File: config.mk
export PLATFORM = sky130hd
export DESIGN_NAME = ponylink_stream_arbiter_flat
export DESIGN_NICKNAME = d
export VERILOG_FILES = /design/src/rtl/ponylink_stream_arbiter_if.sv /design/src/rtl/ponylink_stream_arbiter.sv /design/src/flat_wrapper.sv
export SDC_FILE = /design/constraint.sdc
export NUM_CORES = 1
export LEC_CHECK = 0
export CORE_ASPECT_RATIO = 1.5
export CORE_UTILIZATION = 38
export CTS_BUF_LIST = sky130_fd_sc_hd__clkbuf_8
export DETAILED_ROUTE_END_ITERATION = 8
export GPL_ROUTABILITY_DRIVEN = 0
export HOLD_SLACK_MARGIN = 0.12
export PLACE_DENSITY_LB_ADDON = 0.12
export REMOVE_ABC_BUFFERS = 1
export SYNTH_ARGS = -nofsm -noshare
export SYNTH_HDL_FRONTEND = slang
export SYNTH_SLANG_ARGS = --single-unit
File: constraint.sdc
create_clock -name clk -period 4 [get_ports clk]
set_input_delay 0.6 -clock clk [delete_from_list [all_inputs] [get_ports clk]]
set_output_delay 0.6 -clock clk [all_outputs]
set_load 0.005 [all_outputs]
File: src/rtl/ponylink_stream_arbiter_if.sv
// Stream bundle between NUM_PORTS local AXI-stream requesters, the arbiter and the PonyLink core
// input. The master modport is the arbiter's view of the bundle.
interface ponylink_stream_arbiter_if #(
  parameter int unsigned NUM_PORTS   = 4,
  parameter int unsigned TDATA_WIDTH = 16
);
  logic [NUM_PORTS*TDATA_WIDTH-1:0] in_tdata;
  logic [NUM_PORTS-1:0]             in_tvalid;
  logic [NUM_PORTS-1:0]             in_tlast;
  logic [NUM_PORTS-1:0]             in_tready;
  logic [TDATA_WIDTH-1:0]           out_tdata;
  logic                             out_tvalid;
  logic                             out_tlast;
  logic                             out_tready;

  modport master (
    input  in_tdata, in_tvalid, in_tlast, out_tready,
    output in_tready, out_tdata, out_tvalid, out_tlast
  );

  modport slave (
    output in_tdata, in_tvalid, in_tlast, out_tready,
    input  in_tready, out_tdata, out_tvalid, out_tlast
  );
endinterface

File: src/rtl/ponylink_stream_arbiter.sv
// Burst-granular round-robin arbiter that merges NUM_PORTS AXI streams into one PonyLink input,
// optionally prefixing each burst with a header beat carrying the requester index.
module ponylink_stream_arbiter #(
  parameter int unsigned NUM_PORTS   = 4,
  parameter int unsigned TDATA_WIDTH = 16,
  parameter int unsigned ID_WIDTH    = 2,
  parameter int unsigned HEADER_EN   = 1,
  parameter int unsigned MAX_BEATS   = 16
) (
  input  logic                      clk,
  input  logic                      reset,
  input  logic                      linkready,
  ponylink_stream_arbiter_if.master bus,
  output logic [ID_WIDTH-1:0]       grant_id,
  output logic                      busy
);

  localparam int unsigned CntW = (MAX_BEATS == 0) ? 1 : $clog2(MAX_BEATS + 1);
  localparam logic [CntW-1:0] LastBeat = (MAX_BEATS == 0) ? '0 : CntW'(MAX_BEATS - 1);

  typedef enum logic [1:0] {StIdle, StHeader, StData} state_e;

  state_e                 state_q;
  logic [ID_WIDTH-1:0]    grant_q;
  logic [CntW-1:0]        cnt_q;

  logic [ID_WIDTH-1:0]    pick_id;
  logic                   sel_valid;
  logic                   sel_last;
  logic [TDATA_WIDTH-1:0] sel_data;
  logic                   cap_hit;
  logic                   handshake;

  // Lowest rotated distance from the previous owner wins; the owner itself sits at the far end.
  always_comb begin
    int unsigned off;
    int unsigned best_off;
    pick_id  = grant_q;
    best_off = NUM_PORTS;
    off      = 0;
    for (int unsigned i = 0; i < NUM_PORTS; i++) begin
      off = (i + NUM_PORTS - 1 - 32'(grant_q)) % NUM_PORTS;
      if (bus.in_tvalid[i] && (off < best_off)) begin
        best_off = off;
        pick_id  = ID_WIDTH'(i);
      end
    end
  end

  always_comb begin
    sel_valid = 1'b0;
    sel_last  = 1'b0;
    sel_data  = '0;
    for (int unsigned i = 0; i < NUM_PORTS; i++) begin
      if (grant_q == ID_WIDTH'(i)) begin
        sel_valid = bus.in_tvalid[i];
        sel_last  = bus.in_tlast[i];
        sel_data  = bus.in_tdata[i*TDATA_WIDTH +: TDATA_WIDTH];
      end
    end
  end

  assign cap_hit = (MAX_BEATS != 0) && (cnt_q == LastBeat);

  always_comb begin
    bus.out_tvalid = 1'b0;
    bus.out_tlast  = 1'b0;
    bus.out_tdata  = '0;
    bus.in_tready  = '0;
    case (state_q)
      StHeader: begin
        bus.out_tvalid                = 1'b1;
        bus.out_tdata[ID_WIDTH-1:0]   = grant_q;
      end
      StData: begin
        bus.out_tvalid = sel_valid;
        bus.out_tdata  = sel_data;
        bus.out_tlast  = sel_last | cap_hit;
        for (int unsigned i = 0; i < NUM_PORTS; i++) begin
          bus.in_tready[i] = (grant_q == ID_WIDTH'(i)) & bus.out_tready;
        end
      end
      default: ;
    endcase
  end

  assign handshake = bus.out_tvalid & bus.out_tready;

  // linkready only gates new grants; a burst in flight always runs to its last beat.
  always_ff @(posedge clk or posedge reset) begin
    if (reset) begin
      state_q <= StIdle;
      grant_q <= ID_WIDTH'(NUM_PORTS - 1);
      cnt_q   <= '0;
    end else begin
      case (state_q)
        StIdle: begin
          if (linkready && (|bus.in_tvalid)) begin
            grant_q <= pick_id;
            cnt_q   <= '0;
            state_q <= (HEADER_EN != 0) ? StHeader : StData;
          end
        end
        StHeader: begin
          if (bus.out_tready) begin
            state_q <= StData;
          end
        end
        StData: begin
          if (handshake) begin
            cnt_q <= cnt_q + CntW'(1);
            if (bus.out_tlast) begin
              state_q <= StIdle;
            end
          end
        end
        default: state_q <= StIdle;
      endcase
    end
  end

  assign grant_id = grant_q;
  assign busy     = (state_q != StIdle);

endmodule

File: src/flat_wrapper.sv
// flat-port wrapper written by rule: the top's interface ports become plain ports
module ponylink_stream_arbiter_flat 
#(
  parameter int unsigned NUM_PORTS   = 4,
  parameter int unsigned TDATA_WIDTH = 16,
  parameter int unsigned ID_WIDTH    = 2,
  parameter int unsigned HEADER_EN   = 1,
  parameter int unsigned MAX_BEATS   = 16
)
  (clk, reset, linkready, grant_id, busy, bus_in_tdata, bus_in_tvalid, bus_in_tlast, bus_out_tready, bus_in_tready, bus_out_tdata, bus_out_tvalid, bus_out_tlast);
  ponylink_stream_arbiter_if #(.NUM_PORTS(NUM_PORTS), .TDATA_WIDTH(TDATA_WIDTH)) bus_i ();
  input  logic clk;
  input  logic reset;
  input  logic linkready;
  output logic [ID_WIDTH-1:0] grant_id;
  output logic busy;
  input wire logic [$bits(bus_i.in_tdata)-1:0] bus_in_tdata;
  input wire logic [$bits(bus_i.in_tvalid)-1:0] bus_in_tvalid;
  input wire logic [$bits(bus_i.in_tlast)-1:0] bus_in_tlast;
  input wire logic [$bits(bus_i.out_tready)-1:0] bus_out_tready;
  output wire logic [$bits(bus_i.in_tready)-1:0] bus_in_tready;
  output wire logic [$bits(bus_i.out_tdata)-1:0] bus_out_tdata;
  output wire logic [$bits(bus_i.out_tvalid)-1:0] bus_out_tvalid;
  output wire logic [$bits(bus_i.out_tlast)-1:0] bus_out_tlast;
  assign bus_i.in_tdata = bus_in_tdata;
  assign bus_i.in_tvalid = bus_in_tvalid;
  assign bus_i.in_tlast = bus_in_tlast;
  assign bus_i.out_tready = bus_out_tready;
  assign bus_in_tready = bus_i.in_tready;
  assign bus_out_tdata = bus_i.out_tdata;
  assign bus_out_tvalid = bus_i.out_tvalid;
  assign bus_out_tlast = bus_i.out_tlast;
  ponylink_stream_arbiter #(.NUM_PORTS(NUM_PORTS), .TDATA_WIDTH(TDATA_WIDTH), .ID_WIDTH(ID_WIDTH), .HEADER_EN(HEADER_EN), .MAX_BEATS(MAX_BEATS)) u_core (.clk(clk), .reset(reset), .linkready(linkready), .bus(bus_i), .grant_id(grant_id), .busy(busy));
endmodule
* Yosys cells after proc, flatten, opt, wreduce, memory -nomap -nowiden
Index checks and enable logic that the tools add are counted.
** Cells by class
- Add/subtract/negate cells :: 5
- Magnitude comparators :: 4
- Equal/unequal tests :: 10
- Muxes and demuxes :: 32
- Bitwise gates (word level) :: 6
- Reduce and logical (&&, ||, !) cells :: 14
** Operator list (count)
- 2-to-1 mux 16 bit :: 4
- 2-to-1 mux 2 bit :: 8
- 2-to-1 mux 14 bit :: 1
- 2-to-1 mux 5 bit :: 2
- one-hot mux 5 bit (2 select lines) :: 1
- less-than comparator 2 x 3 -> 1 bit :: 3
- 2-to-1 mux 1 bit :: 9
- 2-to-1 mux 3 bit :: 3
- equality test 2 bit (second input constant) :: 3
- one-hot mux 2 bit (3 select lines) :: 1
- AND reduction 3 bit :: 2
- adder 5 x 1 -> 5 bit (second input constant) :: 1
- bitwise AND 1 bit :: 5
- equality test 5 x 4 -> 1 bit (second input constant) :: 1
- logical AND 1 bit :: 5
- equality test 2 x 1 -> 1 bit (second input constant) :: 2
- logical NOT 2 bit :: 2
- 2-to-1 mux 4 bit :: 1
- inequality test 2 x 1 -> 1 bit (second input constant) :: 2
- inequality test 2 bit (second input constant) :: 2
- one-hot mux 2 bit (2 select lines) :: 1
- AND reduction 4 bit :: 1
- nonzero test 2 bit :: 2
- nonzero test 4 bit :: 1
- other kinds (6) :: 8
** Word-level totals
- Flip-flop bits (word level) :: 9
- Bits of input ports :: 76
- Output and inout bits :: 25
- Word-level logic and storage cells :: 74

* Depth between registers and ports, before layout
Gate-level depths: netlist (run 1).
- Word-level depth :: 14
- Mapped depth :: 15
- Gate-level depth less buffers :: 15

* Worst setup path after synthesis (run 1)
Ideal clock, no wire load.
- Path type :: reg-to-reg
- Start point :: reg u_core.grant_q[0], in the netlist u_core.grant_id[0]
- End point :: reg u_core.grant_q[0], in the netlist u_core.grant_id[0]
- Library setup time :: 62 ps
- Arrival time :: 3674 ps
- Data required time :: 3938 ps
- Path slack :: 264 ps
- Cell stages (with the launch flop) :: 16
- Buffers on the path :: 0
- Period minus slack after synthesis :: 3736 ps
- Cells stage by stage :: dfstp_2 -> inv_1 -> ha_1 -> ha_1 -> a21o_1 -> nand2_1 -> nand2_1 -> mux2_2 -> ha_1 -> nor4b_1 -> o21a_1 -> mux2_2 -> ha_1 -> a211oi_1 -> o21a_1 -> o32a_1
** On the way
- Cells in the longest elaborated chain, start to end :: 14
- Elaborated cells on any way between the ends :: 20
- Those cells by class :: add/sub (4); order compare (4); mux (6); reduce/logical (6)
** RTL lines
- start, declared :: RTL line ponylink_stream_arbiter.sv:24 : logic [ID_WIDTH-1:0] grant_q;
- start signal, assigned :: RTL line ponylink_stream_arbiter.sv:93 : grant_q <= ID_WIDTH'(NUM_PORTS - 1);
- start signal, assigned :: RTL line ponylink_stream_arbiter.sv:99 : grant_q <= pick_id;
- subtractor 2 bit :: RTL line ponylink_stream_arbiter.sv:42 : off = (i + NUM_PORTS - 1 - 32'(grant_q)) % NUM_PORTS;
- less-than comparator 2 x 3 -> 1 bit :: RTL line ponylink_stream_arbiter.sv:43 : if (bus.in_tvalid[i] && (off < best_off)) begin
- logical AND 1 bit :: RTL line ponylink_stream_arbiter.sv:43
- 2-to-1 mux 3 bit :: RTL line ponylink_stream_arbiter.sv:43
- less-than comparator 2 x 3 -> 1 bit :: RTL line ponylink_stream_arbiter.sv:43
- logical AND 1 bit :: RTL line ponylink_stream_arbiter.sv:43
- 2-to-1 mux 3 bit :: RTL line ponylink_stream_arbiter.sv:43
- less-than comparator 2 x 3 -> 1 bit :: RTL line ponylink_stream_arbiter.sv:43
- logical AND 1 bit :: RTL line ponylink_stream_arbiter.sv:43
- 2-to-1 mux 3 bit :: RTL line ponylink_stream_arbiter.sv:43
- less-than comparator 2 x 3 -> 1 bit :: RTL line ponylink_stream_arbiter.sv:43
- logical AND 1 bit :: RTL line ponylink_stream_arbiter.sv:43
- nonzero test 4 bit (no source line)
- AND reduction 3 bit (no source line)
Parallel ways exist; a longest one is shown, timed or not.
A chain may end at the register's enable or synchronous reset.

* Worst setup path after layout (run 1)
- Start point :: reg u_core.grant_q[1], in the netlist u_core.grant_id[1]
- End point :: reg u_core.grant_q[0], in the netlist u_core.grant_id[0]
The elaborated chain is that of the path after synthesis.

==> run_results.csv, run 1 <==
group,metric,value,unit
run_status,status,"finished clean",
clock_network,clockRootBuffer,"clkbuf_8",
floorplan,rows,28,
floorplan,io_pins,101,
yosys,ys_async_sr_fraction,1.00,
floorplan,fp.dieH,81.7,um
timing,setup_violations,0,
place,io_buffer_count,100,
yosys,synthCells,229,
timing,period_share,0.958,
yosys,synth-edff-count,0,
global_route,grt_max_degree,36,
floorplan,die-area,4500,um2
timing,fmax,261,MHz
timing,relSlewSlack,0.484,
detailed_routing,via_per_inst,5.24,
setup_path,worstPathRequired,4.15,ns
clock_network,cts.sinks,9,
yosys,ys.flop_type,"dfrtp_1",
setup_path,crit_path_max_incr_delay,0.58,ns
clock_network,clk_latency,0.22,ns
detailed_routing,dr.pass1.iters,4,
timing,hold_viol_final,0,
global_route,antenna_found_initial,0,
timing,worst_slew_pin_slew,0.774,ns
detailed_routing,vias,1949,
clock_network,cts_buffers,3,
detailed_routing,wl_per_cell,14.2,um
setup_path,arrival,3.98,ns
global_route,grt_pass1_wl,7540,um
yosys,yosys_warnings,0,
yosys,synth.distinct_cells,45,
setup_path,crit_top_cell,"ha_1",
yosys,synth_area,1610,um2
min_path,hp-class,"flop to flop",
final_layout,layout-drive-gt1-share,0.0795,
yosys,synth_top_area_frac,0.109,
timing,drv_slew,0,
setup_path,path_cells,"inv_1, ha_1, ha_1, a21o_1, nand2_1, nand2_1, mux2_2, ha_1, nor4b_2, o21a_1, mux2_2, ha_1, nand2_1, o21a_1, o32a_1",
yosys,ys_ff_latch,9,
power,power.density,563,nW/um2
job,cap_violations,0,
final_layout,multiInputGateArea,1270,um2
clock_network,htreeDepth,1,
clock_network,cts_buffer_depth,2,
setup_path,path_max_fanout,6,
place,hpwl,4090,um
global_route,grt_pass1_vias,1701,
power,ir_drop,0.499,mV
floorplan,start_util,0.403,
clock_network,tritoncts,"done",
timing,final.setup.tns,0,ns
timing,rsz0062_at_grt,"no",
floorplan,die_x,55.1,um
yosys,avgSynthCellArea,7.03,um2
detailed_routing,ant_nets,0,
setup_path,cp_num_buf_inv,1,
detailed_routing,totalWireLength,5290,um
global_route,grt_remaining_overflow,0,
final_layout,n_antenna_cell,0,
final_layout,fillerInstances,359,
clock_network,clk_pin_slew,0.04,ns
setup_path,crit_family,"adder cells",
final_layout,final_common_cell,"clkdlybuf4s50_1",
detailed_routing,drt-initial-drc-count,18,
timing,min_period,3.83,ns
setup_path,start_kind,"flop",
timing,fin_skew,0.000315,ns
setup_path,cp-end-kind,"flop",
final_layout,mostFrequentLayoutCells,"clkdlybuf4s50_1 (100), nand2_1 (39), a21oi_1 (33)",
floorplan,core_area,3990,um2
setup_path,criticalPathCategory,"flop to flop",
final_layout,final_nets,417,
timing,hold_ws,0.517,ns
power,fin_total_pwr,1.53,mW
power,leakage,1.10,nW
final_layout,area_growth_syn_to_layout,69.4,%
yosys,synth_top_area_cell,"dfrtp_1",
global_route,gr-usage-all-layers,0.224,
detailed_routing,drc_errors,0,
setup_path,cpMaxStageDelayCell,"dfstp_2",
yosys,synthTopCellsByArea,"dfrtp_1 (11%), a21oi_1 (10%), ha_1 (10%)",
final_layout,seqCellArea,228,um2
yosys,yosysSeqAreaShare,0.142,
area by class of cell:
class | count | share of cell area
Multi-Input combinational cell | 191 | 0.466
Sequential cell | 9 | 0.0836
Inverter | 13 | 0.0179
Clock inverter | 1 | 0.00138
Clock buffer | 3 | 0.0152
Timing Repair Buffer | 110 | 0.395
Tap cell | 45 | 0.0207
kinds of logic (layout without fill, tap and decap cells):
family	Yosys count	after routing	synth area share
AOI/OAI and AO/OA	79	79	0.331
DFF	9	9	0.142
and+or+nand+nor	94	94	0.314
buffers and inverters	29	127	0.0754
adders and majority gates	13	13	0.101
muxes	5	5	0.0365
timing repair:
item	in CTS	in global routing
hold buffers	0	0
resized for setup	0	2
hold endpoints to repair	0	0
endpoints found under the setup margin	0	2
buffers inserted	0	3
power by group:
group / leakage [nW] / internal (mW) / switching [mW]
clock network: 0.0269 / 0.0664 / 0.0306
registers: 0.114 / 0.133 / 0.0338
logic: 0.955 / 0.625 / 0.645
total: 1.10 / 0.825 / 0.709
path summary, 6_finish.rpt:
kind,from,to,slack (ns),cells past startpoint
max in group asynchronous,reset,u_core.grant_id[1]$_DFFE_PP1P_,3.07,2
max,u_core.grant_id[1]$_DFFE_PP1P_,u_core.grant_id[0]$_DFFE_PP1P_,0.17,15
min reg2reg,u_core.cnt_q[4]$_DFFE_PP0P_,u_core.cnt_q[4]$_DFFE_PP0P_,0.52,1
min in group asynchronous,reset,u_core.cnt_q[3]$_DFFE_PP0P_,0.64,2
min,u_core.cnt_q[4]$_DFFE_PP0P_,u_core.cnt_q[4]$_DFFE_PP0P_,0.52,1
max reg2reg,u_core.grant_id[1]$_DFFE_PP1P_,u_core.grant_id[0]$_DFFE_PP1P_,0.17,15
routing by layer:
layer	routed length [um]	track usage	vias to the layer above	part of all wire
li1	-	-	1020	-
met1	2030	0.238	868	0.38
met2	2710	0.425	59	0.51
met3	532	0.0556	2	0.10
met4	22	0.0425	0	0.0042
met5	0	0	-	0
sequential cells by signal, summed over array words and instances (netlist names):
signal and flops:
u_core.grant_id 2, u_core.state_q 2, u_core.cnt_q 5
cell usage after synthesis (3+ instances only):
cell type and n:
dfrtp_1 7, mux2_2 3, and2_1 14, ha_1 13
and3_1 7, a211oi_1 3, a21oi_1 33, nand2_1 39
o21ai_0 20, inv_1 13, clkbuf_1 12, nand3b_1 14
nor2_1 5, nand3_1 3, nor2b_1 3
through the flow:
stage	cell area [um2]	utilization	worst slack, ns	std cells
floorplan	1540	-	0.264	213
global placement	2650	0.663	0.0620	365
detailed placement	2650	0.663	-0.0543	365
CTS	2690	0.674	0.0677	369
global route	2730	0.682	0.00766	372
finish	2730	0.682	0.167	372
Note: power is estimated with default switching activity, not from simulation.
==> run 2, diff against run 1 <==
--- a/config.mk
+++ b/config.mk
@@ -5,14 +5,12 @@
 export SDC_FILE = /design/constraint.sdc
 export NUM_CORES = 1
 export LEC_CHECK = 0
-export CORE_ASPECT_RATIO = 1.5
 export CORE_UTILIZATION = 38
 export CTS_BUF_LIST = sky130_fd_sc_hd__clkbuf_8
 export DETAILED_ROUTE_END_ITERATION = 8
 export GPL_ROUTABILITY_DRIVEN = 0
 export HOLD_SLACK_MARGIN = 0.12
 export PLACE_DENSITY_LB_ADDON = 0.12
-export REMOVE_ABC_BUFFERS = 1
 export SYNTH_ARGS = -nofsm -noshare
 export SYNTH_HDL_FRONTEND = slang
 export SYNTH_SLANG_ARGS = --single-unit
==> run 2 against run 1 <==
Fmax up 0.95%. Clock skew up 0.0045 ns. First-iteration DRC count rose to 5.2 times the previous value. Final cell count up 0.81%. Core utilization down 0.81 points. Largest power group unchanged. Highest routed layer unchanged.
==> run_results.csv, run 2 (synthesis results as in run 1) <==
group,metric,value,unit
place,placed_area,2650,um2
setup_path,crit_path_max_incr_delay,0.55,ns
power,power.density,560,nW/um2
detailed_routing,drc_errors,0,
floorplan,rows,23,
final_layout,design_area,2720,um2
global_route,grt_max_degree,35,
floorplan,die-area,4500,um2
power,fin_total_pwr,1.52,mW
timing,hold_viol_final,0,
final_layout,final_common_cell,"clkdlybuf4s50_1",
timing,worst_slew_pin_slew,0.716,ns
timing,fmax,263,MHz
timing,relSlewSlack,0.523,
detailed_routing,ant_nets,0,
run_status,status,"finished clean",
clock_network,tritoncts,"done",
setup_path,arrival,3.96,ns
global_route,gr-usage-met3,0.0531,
clock_network,htreeDepth,1,
setup_path,cpMaxStageDelayCell,"dfstp_2",
timing,hold_ws,0.501,ns
global_route,grt_pass1_vias,1843,
detailed_routing,via_per_inst,5.28,
final_layout,layout-drive-gt1-share,0.0738,
final_layout,multiInputGateArea,1270,um2
place,io_buffer_count,100,
global_route,antenna_found_initial,0,
clock_network,clockRootBuffer,"clkbuf_8",
global_route,grt_use_met2,0.413,
place,hpwl,4190,um
floorplan,fp.dieH,67.1,um
power,ir_drop,0.398,mV
detailed_routing,vias,1979,
final_layout,largest_register_ffs,5,
global_route,top_usage_layer,"met2",
timing,setup_violations,0,
clock_network,cts_buffers,3,
clock_network,cts_buffer_depth,2,
timing,min_period,3.80,ns
floorplan,start_util,0.399,
final_layout,final_nets,415,
final_layout,n_antenna_cell,0,
detailed_routing,dr.pass1.iters,4,
setup_path,cp-end-kind,"flop",
final_layout,fillerInstances,353,
floorplan,io_pins,101,
timing,fin_skew,0.00485,ns
clock_network,cts.sinks,9,
floorplan,die_x,67.1,um
final_layout,mostFrequentLayoutCells,"clkdlybuf4s50_1 (100), nand2_1 (39), a21oi_1 (33)",
final_layout,top_register,"u_core.cnt_q",
min_path,hp-class,"flop to flop",
detailed_routing,totalWireLength,5510,um
clock_network,clk_pin_slew,0.05,ns
global_route,grt_remaining_overflow,0,
setup_path,criticalPathCategory,"flop to flop",
yosys,syn_nets,318,
detailed_routing,drt-initial-drc-count,94,
timing,drv_slew,0,
setup_path,start_kind,"flop",
setup_path,path_max_fanout,5,
floorplan,core_area,4030,um2
setup_path,crit_top_cell,"ha_1",
power,leakage,1.09,nW
setup_path,path_cells,"inv_1, ha_1, ha_1, a21o_1, nand2_1, nand2_1, mux2_2, ha_1, nor4b_2, o21a_1, mux2_2, ha_1, nand2_1, o21a_1, o32a_1",
clock_network,ctsHoldBuffers,0,
clock_network,clk_latency,0.23,ns
job,cap_violations,0,
final_layout,area_growth_syn_to_layout,68.8,%
global_route,gr-usage-all-layers,0.248,
global_route,use_met1,0.333,
detailed_routing,wl_per_cell,14.7,um
timing,period_share,0.949,
setup_path,worstPathRequired,4.16,ns
final_layout,seqCellArea,228,um2
global_route,grt_pass1_wl,8640,um
## run 2: routing by layer
metal	share of wire	routed length, um
met5	0	0
met4	0.0038	21
met2	0.45	2500
met3	0.088	487
met1	0.45	2500
## run 2: critical path: cells and delay by family, from the launching register on
kind | cells | cell delay [ns]
flip-flops | 1 | 0.55
multiplexers | 2 | 0.64
AO/OA/AOI/OAI | 4 | 0.83
buffers and inverters | 1 | 0.09
adder cells (fa/ha/maj) | 4 | 1.12
AND/OR/NAND/NOR | 4 | 0.49
## run 2: through the flow
stage | std cells | setup slack, ns | utilization | setup TNS, ns
floorplan | 229 | 0.264 | - | 0
global placement | 370 | 0.0595 | 0.658 | 0
detailed placement | 370 | -0.0833 | 0.658 | -0.137
CTS | 374 | 0.0447 | 0.670 | 0
global route | 375 | -0.00370 | 0.674 | -0.00370
finish | 375 | 0.203 | 0.674 | 0
## run 2: worst paths after layout
path | startpoint | to | slack, ns | cells after the start
hold / removal | u_core.cnt_q[4]$_DFFE_PP0P_ | u_core.cnt_q[4]$_DFFE_PP0P_ | 0.50 | 1
hold reg to reg | u_core.cnt_q[4]$_DFFE_PP0P_ | u_core.cnt_q[4]$_DFFE_PP0P_ | 0.50 | 1
setup / recovery | u_core.grant_id[1]$_DFFE_PP1P_ | u_core.grant_id[0]$_DFFE_PP1P_ | 0.20 | 15
min in group asynchronous | reset | u_core.cnt_q[4]$_DFFE_PP0P_ | 0.63 | 2
max in group asynchronous | reset | u_core.grant_id[0]$_DFFE_PP1P_ | 3.07 | 2
setup reg to reg | u_core.grant_id[1]$_DFFE_PP1P_ | u_core.grant_id[0]$_DFFE_PP1P_ | 0.20 | 15
## run 2: what timing repair did
action / 4_1_cts / 5_1_grt
setup buffers: 0 / 1
gates resized for setup: 0 / 2
endpoints found under the setup margin: 0 / 2
## run 2: power by group
part,total (mW),internal [mW],switching (mW)
combinational,1.26,0.612,0.648
clock,0.103,0.0669,0.0364
sequential,0.157,0.133,0.0246
total,1.52,0.811,0.709
## run 2: cell type report
cell class | instances | share of cell area
clock inverter | 1 | 0.00138
clock buffer | 3 | 0.0152
tap | 50 | 0.0230
timing repair buffer | 108 | 0.391
sequential | 9 | 0.0838
multi-input combinational | 191 | 0.468
inverter | 13 | 0.0180
==> run 3, diff against run 2 <==
--- a/config.mk
+++ b/config.mk
@@ -8,7 +8,7 @@
 export CORE_UTILIZATION = 38
 export CTS_BUF_LIST = sky130_fd_sc_hd__clkbuf_8
 export DETAILED_ROUTE_END_ITERATION = 8
-export GPL_ROUTABILITY_DRIVEN = 0
+export GPL_ROUTABILITY_DRIVEN = 1
 export HOLD_SLACK_MARGIN = 0.12
 export PLACE_DENSITY_LB_ADDON = 0.12
 export SYNTH_ARGS = -nofsm -noshare
==> results of run 3 <==
The final DEF is identical to that of run 2; final timing and power are the same.
